[src/rtl/fpnew_f2i_wb_buffer.sv]
// fpnew_f2i_wb_buffer
//   Writeback buffer behind the FP-to-int cast unit. Cast results are queued
//   in a DEPTH-entry FIFO, sign-extended to XLEN at the output using the
//   stored extension bit, and the status of every committed (popped) entry is
//   folded into sticky fflags and a saturating NV event counter.
//
// Ports
//   clk_i, rst_i          clock, synchronous active-high reset
//   in_valid_i/in_ready_o upstream handshake (in_ready_o depends on state only)
//   result_i, status_i,
//   extension_bit_i,tag_i entry fields from the cast unit
//   flush_i               discard queued entries and drop any same-cycle push
//   out_valid_o/out_ready_i  writeback handshake for the head entry
//   result_o, status_o, tag_o  head entry (zero while empty)
//   fflags_o, fflags_clr_i     sticky OR of committed status, and its clear
//   nv_count_o            saturating count of committed entries with NV set
//   busy_o                any entry queued
module fpnew_f2i_wb_buffer #(
  parameter int unsigned DEPTH     = 2,
  parameter int unsigned DST_WIDTH = 64,
  parameter int unsigned XLEN      = 64,
  parameter int unsigned TAG_WIDTH = 4,
  parameter int unsigned CNT_WIDTH = 16
) (
  input  logic                 clk_i,
  input  logic                 rst_i,
  input  logic                 in_valid_i,
  output logic                 in_ready_o,
  input  logic [DST_WIDTH-1:0] result_i,
  input  logic [4:0]           status_i,
  input  logic                 extension_bit_i,
  input  logic [TAG_WIDTH-1:0] tag_i,
  input  logic                 flush_i,
  output logic                 out_valid_o,
  input  logic                 out_ready_i,
  output logic [XLEN-1:0]      result_o,
  output logic [4:0]           status_o,
  output logic [TAG_WIDTH-1:0] tag_o,
  output logic [4:0]           fflags_o,
  input  logic                 fflags_clr_i,
  output logic [CNT_WIDTH-1:0] nv_count_o,
  output logic                 busy_o
);

  localparam int unsigned PTR_W = (DEPTH > 1) ? $clog2(DEPTH) : 1;
  localparam int unsigned OCC_W = $clog2(DEPTH + 1);

  // Replicates the extension bit above the cast result; written so that
  // DST_WIDTH == XLEN needs no zero-width replication.
  function automatic logic [XLEN-1:0] sext(input logic [DST_WIDTH-1:0] r,
                                           input logic                 e);
    logic [XLEN-1:0] v;
    v = {XLEN{e}};
    v[DST_WIDTH-1:0] = r;
    return v;
  endfunction

  function automatic logic [CNT_WIDTH-1:0] sat_inc(input logic [CNT_WIDTH-1:0] v);
    return (&v) ? v : v + CNT_WIDTH'(1);
  endfunction

  logic [DST_WIDTH-1:0] result_mem_q [DEPTH];
  logic [4:0]           status_mem_q [DEPTH];
  logic                 ext_mem_q    [DEPTH];
  logic [TAG_WIDTH-1:0] tag_mem_q    [DEPTH];

  logic [PTR_W-1:0]     rd_ptr_q, rd_ptr_d;
  logic [PTR_W-1:0]     wr_ptr_q, wr_ptr_d;
  logic [OCC_W-1:0]     count_q, count_d;
  logic [4:0]           fflags_q, fflags_d;
  logic [CNT_WIDTH-1:0] nv_count_q, nv_count_d;

  logic full, empty, push, pop;
  logic [4:0] head_status;

  assign full        = (count_q == OCC_W'(DEPTH));
  assign empty       = (count_q == '0);
  assign in_ready_o  = ~full;
  assign out_valid_o = ~empty;
  assign busy_o      = ~empty;

  // A push coinciding with flush is dropped; a pop still commits.
  assign push = in_valid_i & in_ready_o & ~flush_i;
  assign pop  = out_valid_o & out_ready_i;

  assign head_status = status_mem_q[rd_ptr_q];

  assign result_o   = empty ? '0 : sext(result_mem_q[rd_ptr_q], ext_mem_q[rd_ptr_q]);
  assign status_o   = empty ? '0 : head_status;
  assign tag_o      = empty ? '0 : tag_mem_q[rd_ptr_q];
  assign fflags_o   = fflags_q;
  assign nv_count_o = nv_count_q;

  always_comb begin
    rd_ptr_d   = rd_ptr_q;
    wr_ptr_d   = wr_ptr_q;
    count_d    = count_q;
    fflags_d   = fflags_q;
    nv_count_d = nv_count_q;

    if (flush_i) begin
      rd_ptr_d = '0;
      wr_ptr_d = '0;
      count_d  = '0;
    end else begin
      if (push) wr_ptr_d = wr_ptr_q + PTR_W'(1);
      if (pop)  rd_ptr_d = rd_ptr_q + PTR_W'(1);
      count_d = count_q + OCC_W'(push) - OCC_W'(pop);
    end

    // Clear and commit together keep only the committed status.
    if (fflags_clr_i && pop) fflags_d = head_status;
    else if (fflags_clr_i)   fflags_d = '0;
    else if (pop)            fflags_d = fflags_q | head_status;

    if (pop && head_status[4]) nv_count_d = sat_inc(nv_count_q);
  end

  always_ff @(posedge clk_i) begin
    if (rst_i) begin
      rd_ptr_q   <= '0;
      wr_ptr_q   <= '0;
      count_q    <= '0;
      fflags_q   <= '0;
      nv_count_q <= '0;
    end else begin
      rd_ptr_q   <= rd_ptr_d;
      wr_ptr_q   <= wr_ptr_d;
      count_q    <= count_d;
      fflags_q   <= fflags_d;
      nv_count_q <= nv_count_d;
    end
  end

  // Entry storage carries data only and needs no reset.
  always_ff @(posedge clk_i) begin
    if (push) begin
      result_mem_q[wr_ptr_q] <= result_i;
      status_mem_q[wr_ptr_q] <= status_i;
      ext_mem_q[wr_ptr_q]    <= extension_bit_i;
      tag_mem_q[wr_ptr_q]    <= tag_i;
    end
  end

  a_no_push_full: assert property (@(posedge clk_i) disable iff (rst_i) !(push && full));
  a_valid_count:  assert property (@(posedge clk_i) disable iff (rst_i) out_valid_o == (count_q != '0));
  a_count_range:  assert property (@(posedge clk_i) disable iff (rst_i) count_q <= OCC_W'(DEPTH));

endmodule
[config.mk]
export PLATFORM = sky130hd
export DESIGN_NAME = fpnew_f2i_wb_buffer
export DESIGN_NICKNAME = d
export VERILOG_FILES = /design/src/rtl/fpnew_f2i_wb_buffer.sv
export SDC_FILE = /design/constraint.sdc
export NUM_CORES = 1
export LEC_CHECK = 0
export CORE_MARGIN = 1.5
export CORE_UTILIZATION = 45
export DETAILED_ROUTE_END_ITERATION = 8
export PLACE_DENSITY_LB_ADDON = 0.1
export SYNTH_ARGS = -nofsm -noshare
export SYNTH_HDL_FRONTEND = slang
export SYNTH_SLANG_ARGS = --single-unit
[constraint.sdc]
create_clock -name clk_i -period 6.58 [get_ports clk_i]
set_input_delay 1.316 -clock clk_i [delete_from_list [all_inputs] [get_ports clk_i]]
set_output_delay 1.316 -clock clk_i [all_outputs]
set_load 0.02 [all_outputs]
==> results by group <==
Timing
  – RSZ-0062 raised after global routing: no
  – Fin. max-slew vios: 0
  – Worst-Margin Slew: 1.15 ns
  – Tmin final: 4.13 ns
  – Final hold violations: 0
  – Rel. slew slack: 0.229
  – Period utilization: 0.628
  – Setup slack after layout: 2.45 ns
  – Worst Clk Skew: 0.0194 ns
  – Final setup violation count: 0
  – Fmax: 242 MHz
  – Setup TNS: 0 ns

Critical path
  – Reg-to-reg critical path startpoint: count_q[0]
  – Worst Setup Path Type: reg -> out
  – CP max stage cell: dfxtp_4
  – Crit-path max cell delay: 0.71 ns
  – Critical-path cell list: buf_4 > mux2i_1 > nor2_1 > clkdlybuf4s50_1
  – Startpoint types: register
  – Worst R2R Path Depth: 4
  – CP max FO: 43
  – R2R Setup Slk: 4.10 ns
  – CP top delay family: buffers and inverters
  – Crit path DAT: 2.82 ns
  – Critical path endpoint category: primary output
  – Terminus of the critical flop-to-flop path: result_mem_q[0][50]
  – Critical path required time: 5.26 ns
  – Worst path bufs/invs: 2

Logic synthesis
  – Syn Area/Cell: 15.0 sq um
  – Seq/Total Area, Yosys: 0.733
  – Top cells by area, synth: edfxtp_1 (66%), mux2i_1 (11%), dfxtp_1 (7.8%), nor2_1 (5.1%), xnor2_1 (1.8%)
  – Ys Warns: 0
  – Prevailing post-synth register cell: edfxtp_1
  – Synthesized area: 0.00669 sq mm
  – Synth top area share: 0.656
  – Yosys top cell by area: edfxtp_1
  – Asr flop ratio synth: 0
  – Netlist cell types: 34
  – Most common cell in the netlist: edfxtp_1
  – Synth top cells by count: edfxtp_1 (146), nor2_1 (91), mux2i_1 (73)
  – Mapped Nets: 529
  – Number of synthesized register bits: 172
  – EDFF count, synth: 146
  – Mapped Cells: 446

Status
  – Outcome: finished, final reports clean

Placed design
  – Port bufs: 175
  – Setup Slack @ Placement: 2.65 ns
  – Routability Congestion: 0.777
  – Placed cell count: 790
  – Hpwl dp: 8.38 mm
  – Post-DP Area: 0.00866 sq mm

Routing
  – Routed len/inst: 16.2 microns
  – Detailed-route via count: 4079
  – Residual DRC: 0
  – Post-Route WL: 13.3 mm
  – DRT antenna net count: 0
  – Detailed router's first-iteration violation count: 219
  – Vias/cell: 4.97
  – TritonRoute pass-1 iters: 4

Pwr
  – Clock Power Share: 0.411
  – Sequential power share: 0.511
  – Power Density: 259 mW/mm^2
  – Logic gate share of total power: 0.079
  – Sw frac: 0.205
  – Reported net switching power: 0.000491 W
  – Worst VDD drop: 0.000182 V
  – Int Power: 0.00190 W
  – Lkg Pwr: 2.94 nW

Clocking
  – CTS max path bufs: 2
  – Clk sinks: 172
  – Post-CTS setup buffer count: 0
  – Hold_buf cts: 0
  – CTS tree: done
  – Root Driver: clkbuf_16
  – Worst skew pair latency: 0.43 ns
  – CTS-repair resized insts: 0
  – CTS buffer count: 17
  – H-Tree Depth: 4
  – Clock transition at path regs: 0.06 ns

Worst hold path
  – Hold Path Sink: fflags_o[4]
  – Hold Crit Class: reg -> reg
  – Hold Startpoint: fflags_o[4]
  – Worst hold stages: 2

Final layout
  – Finished Layout Cells: 821
  – Layout cells sized above 1: 0.0706
  – Area Overhead vs Synth: 38.2%
  – Nets: 708
  – Inserted Diodes: 0
  – Post-route cell area: 0.00924 sq mm
  – Final Core Density: 0.636

Floorplan
  – Chip height: 125 microns
  – Die width: 125 microns
  – Initial Utilization: 0.460
  – Core area: 0.0145 sq mm
  – Cell Rows: 44
  – Die Footprint: 0.0156 sq mm
  – I/O pin count: 177

Global routing
  – First-pass GRT wire length: 21.3 mm
  – Total gr overflow: 0
  – All-layer global routing usage: 0.177
  – Largest net degree at the start of global routing: 44
  – Initial antenna violation count: 0
  – Vias in the first global route: 4167

Job
  – Max Cap Viol: 0
-- worst max path at each step --
stage / start / to / slack, ns / cells after the start
3_5_place_dp: flush_i / result_mem_q[0][37] / 2.65 / 4
3_3_place_gp: flush_i / result_mem_q[0][37] / 2.64 / 4
5_1_grt: register / result_o[55] / 2.21 / 4
2_1_floorplan: flush_i / result_mem_q[0][0] / 1.46 / 2
4_1_cts: register / result_o[55] / 2.38 / 4
6_report: register / result_o[55] / 2.45 / 4
-- registers in the layout, indices dropped and copies added, names as in the netlist, named ones only --
signal / count
fflags_o: 5
status_mem_q: 10
rd_ptr_q: 1
tag_mem_q: 8
result_mem_q: 128
nv_count_o: 16
wr_ptr_q: 1
count_q: 2
-- cells by family (layout without fill, tap and decap cells) --
logic type / after synthesis / count (layout) / share of synthesized area
buffers and inverters: 30 / 221 / 0.0185
AO/OA/AOI/OAI: 11 / 11 / 0.00898
adder cells (fa/ha/maj): 3 / 3 / 0.00561
flip-flops: 172 / 172 / 0.733
AND/OR/NAND/NOR: 140 / 140 / 0.102
multiplexers: 74 / 74 / 0.111
XOR/XNOR: 16 / 16 / 0.0210
-- cell type report --
class,instances,area (sq um)
sequential,172,4910
clock inverter,12,149
clock buffer,19,433
tap,184,230
inverter,10,37.5
timing repair buffer,180,1800
fill,1143,5290
multi-input combinational,244,1680
-- power groups by stage --
stage               logic [W]  registers, W  clock network [W]
floorplan           0.0000802       0.00125                  0
global placement     0.000187       0.00124                  0
detailed placement   0.000189       0.00125                  0
CTS                  0.000191       0.00122            0.00101
global route         0.000202       0.00122            0.00105
finish               0.000188       0.00122           0.000982
-- layout by cell type, fill, tap and decap left out, types with 6 or more instances in the layout --
master / instances
mux2i_1: 73
nor3_1: 9
nor2_1: 88
nand2_1: 6
nand3_1: 6
clkdlybuf4s50_1: 175
xnor2_1: 14
edfxtp_1: 146
dfxtp_1: 25
inv_1: 9
clkbuf_16: 17
-- routing by layer --
layer | vias to the layer above | part of all wire | track usage
met1 | 1956 | 0.42 | 0.211
met4 | 0 | 0.014 | 0.0715
met2 | 124 | 0.51 | 0.298
met5 | - | 0 | 0
met3 | 15 | 0.060 | 0.0550
li1 | 1984 | - | -
-- through the flow --
stage / total power (W) / hold slack [ns]
floorplan: 0.00133 / 0.520
global route: 0.00247 / 0.514
detailed placement: 0.00143 / 0.491
CTS: 0.00242 / 0.501
finish: 0.00239 / 0.509
global placement: 0.00143 / 0.481
-- worst register-to-register path, cell delays in order (launching register included) --
cell and delay (ns):
dfxtp_1 0.42, nand2b_1 0.16, nand3b_1 0.26, nor2_4 0.96
buf_12 0.35
(Power assumes the default switching activity.)
